### src/rtl/edge_evt_pkg.sv
// edge_evt_pkg: shared encodings and round-robin pick helper for edge_event_arbiter
package edge_evt_pkg;
  localparam logic ST_IDLE = 1'b0;
  localparam logic ST_PRESENT = 1'b1;
  localparam logic EVT_FALL = 1'b0;
  localparam logic EVT_RISE = 1'b1;
  // first set bit of req[n-1:0] scanning ptr, ptr+1, ... modulo n (ptr < n <= 32)
  function automatic int rr_pick(input logic [31:0] req, input int ptr, input int n);
    int idx;
    rr_pick = 0;
    for (int k = 31; k >= 0; k--) begin
      if (k < n) begin
        idx = ptr + k;
        if (idx >= n) idx -= n;
        if (req[idx]) rr_pick = idx;
      end
    end
  endfunction
endpackage

### src/rtl/edge_event_arbiter_sync.sv
// edge_event_arbiter_sync: multi-flop synchronizer for one asynchronous line
//   clk, rst (async, active-high), async_in: raw line, sync_out: synchronized level
module edge_event_arbiter_sync #(
  parameter int SYNC_STAGES = 3
) (
  input  logic clk,
  input  logic rst,
  input  logic async_in,
  output logic sync_out
);
  logic [SYNC_STAGES-1:0] ff;
  always_ff @(posedge clk or posedge rst)
    if (rst) ff <= '0;
    else ff <= {ff[SYNC_STAGES-2:0], async_in};
  assign sync_out = ff[SYNC_STAGES-1];
endmodule

### src/rtl/edge_event_arbiter.sv
// edge_event_arbiter: synchronizes async lines, captures edges and serializes them round-robin
//   clk, rst (async, active-high); async_in: raw lines; sync_level: synchronized levels
//   evt_valid/evt_ready/evt_id/evt_rise: event port; overflow: sticky lost-edge flags; ovf_clear: clears them
module edge_event_arbiter
  import edge_evt_pkg::*;
#(
  parameter int NUM_INPUTS = 4,
  parameter int SYNC_STAGES = 3,
  localparam int ID_W = $clog2(NUM_INPUTS)
) (
  input  logic                  clk,
  input  logic                  rst,
  input  logic [NUM_INPUTS-1:0] async_in,
  output logic [NUM_INPUTS-1:0] sync_level,
  output logic                  evt_valid,
  input  logic                  evt_ready,
  output logic [ID_W-1:0]       evt_id,
  output logic                  evt_rise,
  output logic [NUM_INPUTS-1:0] overflow,
  input  logic                  ovf_clear
);
  logic [NUM_INPUTS-1:0] prev, pend_rise, pend_fall, ord, ord_n;
  logic [NUM_INPUTS-1:0] rise_t, fall_t, clr_r, clr_f, surv_r, surv_f, req;
  logic [ID_W-1:0] rr_ptr;
  logic state, state_n, acc;
  int sel;
  for (genvar g = 0; g < NUM_INPUTS; g++) begin : g_sync
    edge_event_arbiter_sync #(.SYNC_STAGES(SYNC_STAGES)) u_sync (
      .clk(clk), .rst(rst), .async_in(async_in[g]), .sync_out(sync_level[g])
    );
  end
  assign rise_t = sync_level & ~prev;
  assign fall_t = ~sync_level & prev;
  assign acc = evt_valid & evt_ready;
  assign req = pend_rise | pend_fall;
  assign sel = rr_pick(32'(req), int'(rr_ptr), NUM_INPUTS);
  always_comb begin
    clr_r = '0;
    clr_f = '0;
    clr_r[evt_id] = acc & evt_rise;
    clr_f[evt_id] = acc & ~evt_rise;
  end
  // pend bits surviving this cycle's accept; a same-type tick on a survivor is coalesced
  assign surv_r = pend_rise & ~clr_r;
  assign surv_f = pend_fall & ~clr_f;
  // ord tracks the older edge: a lone survivor is the older one, a fresh tick on empty sets it
  assign ord_n = (surv_r & ~surv_f) | (surv_r & surv_f & ord) | (~surv_r & ~surv_f & rise_t);
  always_ff @(posedge clk or posedge rst)
    if (rst) state <= ST_IDLE;
    else state <= state_n;
  always_comb state_n = (state == ST_IDLE) ? (|req ? ST_PRESENT : ST_IDLE) : (evt_ready ? ST_IDLE : ST_PRESENT);
  always_comb evt_valid = (state == ST_PRESENT);
  always_ff @(posedge clk or posedge rst)
    if (rst) begin
      prev <= '0;
      pend_rise <= '0;
      pend_fall <= '0;
      ord <= '0;
      overflow <= '0;
      rr_ptr <= '0;
      evt_id <= '0;
      evt_rise <= EVT_FALL;
    end else begin
      prev <= sync_level;
      pend_rise <= rise_t | surv_r;
      pend_fall <= fall_t | surv_f;
      ord <= ord_n;
      overflow <= (overflow & {NUM_INPUTS{~ovf_clear}}) | (rise_t & surv_r) | (fall_t & surv_f);
      if (state == ST_IDLE && |req) begin
        evt_id <= ID_W'(sel);
        evt_rise <= pend_rise[sel] & (~pend_fall[sel] | ord[sel]);
      end
      if (acc) rr_ptr <= (int'(evt_id) == NUM_INPUTS - 1) ? '0 : evt_id + 1'b1;
    end
endmodule

### config.mk
export PLATFORM = sky130hd
export DESIGN_NAME = edge_event_arbiter
export DESIGN_NICKNAME = d
export VERILOG_FILES = /design/src/rtl/edge_evt_pkg.sv /design/src/rtl/edge_event_arbiter_sync.sv /design/src/rtl/edge_event_arbiter.sv
export SDC_FILE = /design/constraint.sdc
export NUM_CORES = 1
export LEC_CHECK = 0
export CAP_MARGIN = 5
export CORE_UTILIZATION = 45
export CTS_BUF_LIST = sky130_fd_sc_hd__clkbuf_16
export CTS_CLUSTER_DIAMETER = 60
export DETAILED_ROUTE_END_ITERATION = 8
export PLACE_DENSITY = 0.66
export SYNTH_ARGS = -nofsm -noshare
export SYNTH_HDL_FRONTEND = slang
export SYNTH_SLANG_ARGS = --single-unit
### constraint.sdc
create_clock -name clk -period 5.8 [get_ports clk]
set_input_delay 0.87 -clock clk [delete_from_list [all_inputs] [get_ports clk]]
set_output_delay 0.87 -clock clk [all_outputs]
set_load 0.05 [all_outputs]
==> results by group, run 1 <==
Worst setup path
  – CP Launch Type: flip-flop
  – Worst reg-to-reg setup slack: 3.18 ns
  – Data arrival time of the critical path: 2.75 ns
  – Reg2Reg Depth: 7
  – Worst Path Required: 5.93 ns
  – RR Startpoint: rr_ptr[0]
  – Reg2reg end: evt_rise
  – Setup crit end kind: flip-flop
  – CP max FO: 16
  – WS Path Type: reg -> reg

Layout
  – Non-Filler Instances: 233
  – Final #Nets: 199
  – Layout cells sized above 1: 8.11%
  – Area grow syn2layout: 22.2%
  – Antenna fix cells: 0
  – Fillcell total: 318

Yosys
  – Most common cell in the synthesized netlist: dfrtp_1
  – Sequential fraction of the synthesis area: 53.1%
  – Synthesized area: 1790 µm²
  – Area leader, netlist: dfrtp_1
  – Synth unique cells: 38
  – Post-synth EDFFs: 0
  – Synth top area share: 53.1%
  – Ys async rst share: 100%
  – Commonest cells in the synthesized netlist: 38 x dfrtp_1, 18 x nand2_1, 14 x o21ai_0, 12 x inv_1
  – Yosys reg bits: 38
  – Syn Area/Cell: 10.9 µm²
  – Ys Warns: 0
  – Synthesized instance count: 164
  – Syn_nets: 179
  – Dominant cells by area after synthesis: dfrtp_1 53%, ha_1 4.9%, o21ai_0 3.9%
  – Post-synth top flop: dfrtp_1

Routing
  – Post-Route WL: 3440 µm
  – First drt pass iteration count: 4
  – Post-route ant nets: 0
  – WL/cell: 14.8 µm
  – # DRC: 0
  – Via count: 1,257
  – Via density: 5.39
  – DRT iter0 DRCs: 89

Pwr
  – Total power: 1.19 mW
  – Max IR drop VDD: 0.000279 V
  – LEAKAGE: 0.936 nW
  – Pwr/cell area: 545 nW/µm²

Clock network
  – Post-CTS sizing: 0
  – Worst-Skew Late Latency: 0.28 ns
  – Clock-pin transition on the worst setup and hold timing paths: 0.06 ns
  – Hold Buf Count CTS: 0
  – CTS Buffer Depth: 2
  – H-tree levels: 2
  – Clk root buf: clkbuf_16
  – CTS tree: yes
  – Number of setup buffers added after CTS: 0
  – Sink Count: 38
  – CTS buffer count: 5

Global routing
  – Vias in the first global route: 1,249
  – First-pass GRT wire length: 5930 µm
  – Largest net degree at the start of global routing: 39
  – Grt total ovfl: 0
  – Initial antenna violation count: 0
  – GRT Total Usage: 19.3%

Worst hold path
  – HP Class: reg -> reg
  – Hold EP: g_sync[0].u_sync.ff[1]
  – Worst Hold Depth: 0
  – HP Start: g_sync[0].u_sync.ff[0]

Floorplan
  – Starting Density: 47.8%
  – Core area: 3740 µm²
  – # rows: 22
  – # IOs: 20
  – Die Area: 4230 µm²
  – Die span in y: 65.1 µm
  – Die X: 65.1 µm

STA
  – Least-Margin Pin Slew: 0.498 ns
  – Setup-failing EPs final: 0
  – Clock Skew: 0.00435 ns
  – Slew headroom: 66.7%
  – Setup TNS: 0 ns
  – Final Hold Fails: 0
  – RSZ-0062 raised after global routing: false
  – Max-slew violations: 0
  – Maximum clock rate: 381 MHz
  – Fin crit share: 45.2%
  – Final critical-path required period: 2.62 ns

Placed design
  – Placed insts: 225
  – Hpwl dp: 2450 µm
  – Routability cong.: 0.820
  – Port Buffers: 19

Job
  – Maxcap violations: 0

Outcome
  – Status: finished, final reports clean
final cells by class:
type,instances,area (µm²),share of cell area (%)
Sequential cell,38,951,43.5
Multi-Input combinational cell,107,744,34.0
Timing Repair Buffer,20,198,9.04
Clock buffer,5,125,5.72
Clock inverter,3,63.8,2.92
Tap cell,48,60.1,2.75
Inverter,12,45.0,2.06
flip-flops by register name, summed over array words and instances, names as in the netlist:
signal,flops
evt_id,2
prev,4
rr_ptr,2
g_sync.u_sync.ff,12
pend_fall,4
ord,4
evt_valid,1
evt_rise,1
pend_rise,4
overflow,4
where the power goes:
group | total, mW | switching [mW] | internal (mW)
Combinational | 0.448 | 0.267 | 0.180
Clock | 0.345 | 0.100 | 0.245
Sequential | 0.400 | 0.0720 | 0.328
logic make-up after synthesis:
group / count (synthesis) / synth area share, %
AOI/OAI and AO/OA: 47 / 19.0
adders and majority gates: 7 / 4.89
buffers and inverters: 19 / 5.24
DFF: 38 / 53.1
muxes: 7 / 4.83
and+or+nand+nor: 46 / 12.9
critical path, stage by stage (launching register included):
cell and delay, ns:
dfrtp_1 0.65, inv_1 0.20, ha_1 0.46, a221o_1 0.36
a32o_2 0.26, a21boi_4 0.15, mux2i_1 0.27, a311oi_2 0.12
layer usage:
metal	GRT usage (%)	part of all wire (%)
met5	0	0
met4	8.15	2.0
met3	5.46	3.1
met2	30.9	50
met1	24.5	45
cell usage in the layout (no fill, tap or decap), types with 4 or more instances in the layout:
cell,instances
dfrtp_1,38
clkdlybuf4s50_1,19
nand2_1,18
o21ai_0,14
inv_1,12
nand2b_1,7
ha_1,7
nor2_1,6
a21oi_1,5
clkbuf_16,5
or2_1,4
nor3_1,4
o31ai_1,4
per-stage QoR:
step	cell area (µm²)	utilization, %	setup WS [ns]	hold slack [ns]
global placement	2000	53.4	3.35	0.332
global route	2190	58.4	3.02	0.358
floorplan	1790	-	3.61	0.331
CTS	2190	58.4	3.21	0.358
finish	2190	58.4	3.18	0.353
detailed placement	2000	53.4	3.23	0.339
worst max-delay path by stage:
stage,startpoint,to,slack (ns),depth (start not counted)
6_report,rr_ptr[0],evt_rise,3.18,7
5_1_grt,rr_ptr[0],evt_rise,3.02,7
4_1_cts,rr_ptr[0],evt_rise,3.21,7
3_5_place_dp,rr_ptr[0],evt_rise,3.23,7
3_3_place_gp,rr_ptr[0],evt_rise,3.35,7
2_1_floorplan,rr_ptr[0],evt_rise,3.61,8
Power figures use the tool's default switching activity.
==> run 2: changes to the inputs <==
PLACE_DENSITY = 0.69   (was 0.66)
clock period = 2.4 ns   (was 5.8 ns; I/O delays follow)
==> run 2 against run 1 <==
Against the previous run: fmax is 15% higher; core utilization is 0.33 points higher; global-route usage is 0.14 points lower; critical path type unchanged; cell count is 0.43% higher; largest cell class unchanged; register-to-register slack worse by 3.1 ns; combinational power grew to 2.5 times the previous value.
==> results by group, run 2 (same netlist as run 1, synthesis figures left out) <==
STA
  – RSZ-0062 raised after global routing: false
  – Setup-failing EPs final: 0
  – Clock Skew: 0.00613 ns
  – Fin crit share: 94.9%
  – Final Hold Fails: 0
  – Slew headroom: 65.9%
  – Maximum clock rate: 439 MHz
  – Least-Margin Pin Slew: 0.510 ns
  – Max-slew violations: 0
  – Fin worst setup slack: 0.121 ns
  – Setup TNS: 0 ns
  – Final critical-path required period: 2.28 ns

Layout
  – Biggest register: g_sync.u_sync.ff
  – Largest register FFs: 12
  – Area grow syn2layout: 22.9%
  – Final #Nets: 200
  – Most common cell after layout, fill and taps aside: dfrtp_1
  – Antenna fix cells: 0
  – Most frequent cells in the layout: 38 x dfrtp_1, 19 x clkdlybuf4s50_1, 18 x nand2_1
  – Fillcell total: 324
  – Layout cells sized above 1: 9.14%

Routing
  – DRT iter0 DRCs: 114
  – Post-Route WL: 3560 µm
  – Via density: 5.54
  – First drt pass iteration count: 4
  – # DRC: 0
  – Via count: 1,297
  – WL/cell: 15.2 µm
  – Post-route ant nets: 0

Global routing
  – First-pass GRT wire length: 5910 µm
  – Vias in the first global route: 1,303
  – GRT Total Usage: 19.2%
  – Largest net degree at the start of global routing: 39
  – Initial antenna violation count: 0
  – Grt total ovfl: 0

Worst setup path
  – RR Startpoint: pend_rise[2]
  – Worst Path Required: 2.56 ns
  – Worst reg-to-reg setup slack: 0.12 ns
  – Reg2Reg Depth: 6
  – Reg2reg end: evt_id[0]
  – CP delay by family, top: compound AO/OA/AOI/OAI gates
  – CP max FO: 7
  – CP max-delay cell: o211ai_1
  – WP buf/inv: 0
  – CP Launch Type: flip-flop
  – CP max stage delay: 0.43 ns
  – Setup crit end kind: flip-flop
  – Data arrival time of the critical path: 2.44 ns
  – Most used cell, CP: o31ai_1
  – WS Path Type: reg -> reg
  – CP Cell Sequence: or2_1, o211ai_1, o31ai_1, o21ai_0, o31ai_1, mux2_2

Worst hold path
  – HP Class: reg -> reg
  – Hold EP: g_sync[0].u_sync.ff[2]
  – HP Start: g_sync[0].u_sync.ff[1]
  – Worst Hold Depth: 0

Floorplan
  – Die X: 65.1 µm
  – Core area: 3740 µm²
  – # IOs: 20
  – Die span in y: 65.1 µm
  – Starting Density: 47.8%
  – # rows: 22
  – Die Area: 4230 µm²

Placed design
  – DP Worst Slack: 0.169 ns
  – Routability cong.: 0.823
  – Port Buffers: 19
  – Hpwl dp: 2530 µm

Outcome
  – Status: finished, final reports clean

Clock network
  – CTS buffer count: 5
  – Post-CTS sizing: 0
  – Worst-Skew Late Latency: 0.28 ns
  – CTS tree: yes
  – Clk root buf: clkbuf_16
  – Clock-pin transition on the worst setup and hold timing paths: 0.06 ns
  – Number of setup buffers added after CTS: 0
  – Hold Buf Count CTS: 0
  – H-tree levels: 2
  – Sink Count: 38
  – CTS Buffer Depth: 2

Pwr
  – Max IR drop VDD: 0.000703 V
  – Total power: 2.91 mW
  – Pwr/cell area: 1320 nW/µm²
  – LEAKAGE: 0.944 nW

Job
  – Maxcap violations: 0
-- run 2: worst max path at each step --
stage	startpoint	endpoint	slack (ns)	cells past startpoint
global route	rr_ptr[1]	evt_rise	0.04	7
CTS	rr_ptr[1]	evt_rise	0.17	7
finish	pend_rise[2]	evt_id[0]	0.12	6
detailed placement	rr_ptr[1]	evt_rise	0.17	7
global placement	rr_ptr[1]	evt_rise	0.26	7
floorplan	rr_ptr[0]	evt_rise	0.21	8
-- run 2: final cells by class --
type	count	area [µm²]	area share, %
clock buffers	5	125	5.69
flip-flops and latches	38	951	43.2
repair buffers	21	205	9.33
multi-input cells	107	744	33.8
well taps	48	60.1	2.73
clock inverters	3	68.8	3.13
inverters	12	45.0	2.05
-- run 2: layer usage --
metal  GRT usage [%]  part of all wire, %  up-vias
met5               0                    0        -
met4            12.5                  4.0        0
met3            4.75                  5.1       19
met2            30.6                   49       41
met1            23.0                   42      615
li1                -                    -      622
-- run 2: power breakdown --
group	internal [mW]	switching, mW	total [mW]
Combinational	0.447	0.679	1.13
Clock	0.596	0.252	0.848
Sequential	0.792	0.144	0.936
-- run 2: worst register-to-register path, stage by stage (launching register included) --
cell and delay (ns):
dfrtp_1 0.41, or2_1 0.33, o211ai_1 0.43, o31ai_1 0.22, o21ai_0 0.30, o31ai_1 0.16
mux2_2 0.30
-- run 2: stage by stage --
stage / hold slack (ns) / utilization [%] / cells / instance area (µm²)
final: 0.349 / 58.8 / 234 / 2200
after global routing: 0.350 / 58.8 / 234 / 2200
after global placement: 0.332 / 53.6 / 226 / 2010
after floorplan: 0.331 / - / 164 / 1790
after detailed placement: 0.336 / 53.6 / 226 / 2010
after CTS: 0.349 / 58.8 / 234 / 2200
==> run 3: changes to the inputs <==
CORE_UTILIZATION = 50   (was 45)
PLACE_DENSITY = 0.75   (was 0.69)
==> run 3 against run 2 <==
Against the previous run: clock skew is 0.0041 ns lower; hold slack improved by 0.0018 ns; clock-buffer cell count did not move; combinational power about the same; core utilization is 4.7 points higher; fmax increased by 2.3%; critical path type unchanged; cell count fell by 0.85%; largest power group unchanged; sequential power is 0.6% lower.
==> results by group, run 3 (same netlist as run 1, synthesis figures left out) <==
STA
  – Clock Skew: 0.00204 ns
  – Fin worst setup slack: 0.172 ns
  – Max-slew violations: 0
  – Maximum clock rate: 449 MHz
  – Fin crit share: 92.8%
  – Setup-failing EPs final: 0
  – Final Hold Fails: 0
  – RSZ-0062 raised after global routing: false
  – Final critical-path required period: 2.23 ns
  – Slew headroom: 66.4%
  – Least-Margin Pin Slew: 0.502 ns
  – Setup TNS: 0 ns

Layout
  – Non-Filler Instances: 232
  – Final Util: 63.4%
  – Largest register FFs: 12
  – Fillcell total: 266
  – Layout cells sized above 1: 9.14%
  – Most common cell after layout, fill and taps aside: dfrtp_1
  – Final #Nets: 200
  – Most frequent cells in the layout: 37 x dfrtp_1, 19 x clkdlybuf4s50_1, 18 x nand2_1
  – Area grow syn2layout: 20.1%
  – Antenna fix cells: 0
  – Biggest register: g_sync.u_sync.ff

Pwr
  – Int Power: 1.62 mW
  – Combinational power share: 41.9%
  – Switching pwr: 1.07 mW
  – Clock Power Share: 23.6%
  – Max IR drop VDD: 0.000849 V
  – Pwr/cell area: 1250 nW/µm²
  – Switch share: 39.7%
  – LEAKAGE: 0.917 nW
  – Total power: 2.69 mW
  – Flop pwr share: 34.6%

Floorplan
  – # rows: 21
  – Die span in y: 61.8 µm
  – Die Area: 3820 µm²
  – Die X: 61.8 µm
  – Core area: 3390 µm²
  – Starting Density: 52.8%
  – # IOs: 20

Outcome
  – Status: finished, final reports clean

Worst hold path
  – HP Class: reg -> reg

Worst setup path
  – WS Path Type: reg -> reg
  – Data arrival time of the critical path: 2.36 ns
  – RR Startpoint: rr_ptr[1]
  – CP Cell Sequence: inv_1, ha_1, a221o_1, a32o_2, a21boi_4, mux2i_1, a311oi_2
  – Setup crit end kind: flip-flop
  – WP buf/inv: 1
  – Levels on crit path: 7
  – Reg2Reg Depth: 7
  – Worst reg-to-reg setup slack: 0.17 ns
  – Reg2reg end: evt_rise
  – CP Launch Type: flip-flop
  – CP delay by family, top: compound AO/OA/AOI/OAI gates
  – CP max-delay cell: dfrtp_2
  – Crit path capture: evt_rise
  – CP max stage delay: 0.42 ns
  – Worst Path Required: 2.53 ns
  – CP max FO: 9
  – Crit path launch: rr_ptr[1]

Job
  – Maxcap violations: 0

Global routing
  – Initial antenna violation count: 0
  – Largest net degree at the start of global routing: 39
  – First-pass GRT wire length: 5890 µm
  – GRT Total Usage: 22.5%
  – Vias in the first global route: 1,298
  – Grt total ovfl: 0

Routing
  – DRT iter0 DRCs: 89
  – # DRC: 0
  – Post-Route WL: 3510 µm
  – WL/cell: 15.1 µm
  – First drt pass iteration count: 4
  – Via density: 5.66
  – Post-route ant nets: 0
  – Via count: 1,312

Placed design
  – Port Buffers: 19
  – Routability cong.: 0.868
  – Placed insts: 224
  – DP Worst Slack: 0.156 ns
  – Hpwl dp: 2430 µm

Clock network
  – Clk root buf: clkbuf_16
  – Clock-pin transition on the worst setup and hold timing paths: 0.06 ns
  – CTS tree: yes
  – H-tree levels: 2
  – CTS buffer count: 5
  – CTS Buffer Depth: 2
  – Sink Count: 38
  – Worst-Skew Late Latency: 0.28 ns
==> run 3: changes by cell type in the layout (fill, tap and decap cells not counted), sizes merged <==
cell,change
bufinv,-2
clkinvlp,+1
inv,+1
==> run 3: power groups by stage <==
| stage | clock network (mW) | registers (mW) | logic (mW) |
|---|---|---|---|
| finish | 0.634 | 0.930 | 1.13 |
| global route | 0.677 | 0.957 | 1.23 |
| CTS | 0.651 | 0.926 | 1.13 |
| detailed placement | 0 | 0.935 | 1.11 |
| global placement | 0 | 0.929 | 1.07 |
| floorplan | 0 | 1.06 | 0.692 |
==> run 3: cell type report <==
type | instances | area (µm²) | area share, %
Inverter | 12 | 45.0 | 2.10
Clock buffer | 5 | 125 | 5.82
Clock inverter | 3 | 20.0 | 0.931
Tap cell | 46 | 57.6 | 2.68
Sequential cell | 38 | 952 | 44.3
Multi-Input combinational cell | 107 | 744 | 34.6
Timing Repair Buffer | 21 | 205 | 9.55
==> run 3: worst min-delay path by stage <==
| stage | cells past startpoint | start | slack, ns | endpoint |
|---|---|---|---|---|
| finish | 0 | g_sync[1].u_sync.ff[1] | 0.35 | g_sync[1].u_sync.ff[2] |
| global route | 0 | g_sync[1].u_sync.ff[1] | 0.35 | g_sync[1].u_sync.ff[2] |
| CTS | 0 | g_sync[2].u_sync.ff[0] | 0.35 | g_sync[2].u_sync.ff[1] |
| detailed placement | 0 | g_sync[3].u_sync.ff[0] | 0.34 | g_sync[3].u_sync.ff[1] |
| global placement | 0 | g_sync[2].u_sync.ff[1] | 0.33 | g_sync[2].u_sync.ff[2] |
| floorplan | 0 | g_sync[0].u_sync.ff[0] | 0.33 | g_sync[0].u_sync.ff[1] |
==> run 3: through the flow <==
| step | hold slack (ns) | cell area, µm² |
|---|---|---|
| 2_1_floorplan | 0.331 | 1790 |
| 6_report | 0.350 | 2150 |
| 3_3_place_gp | 0.333 | 2000 |
| 5_1_grt | 0.354 | 2150 |
| 4_1_cts | 0.354 | 2150 |
| 3_5_place_dp | 0.339 | 2000 |
==> run 3: timing repair <==
item	CTS	global route
buffers inserted	0	0
hold buffers	0	0
gates resized for setup	0	1
endpoints found under the setup margin	0	1
==> run 3: worst register-to-register path: cells and delay by family (launching register included) <==
kind / cells / cell delay (ns)
AO/OA/AOI/OAI: 4 / 0.90
flip-flops: 1 / 0.42
adder cells (fa/ha/maj): 1 / 0.41
multiplexers: 1 / 0.26
buffers and inverters: 1 / 0.10
==> run 3: per-layer routing <==
metal / track usage, % / part of all wire (%) / vias up
met2: 37.0 / 50 / 35
met1: 27.3 / 44 / 641
met3: 6.21 / 3.9 / 11
met5: 0 / 0 / -
li1: - / - / 625
met4: 11.1 / 2.7 / 0
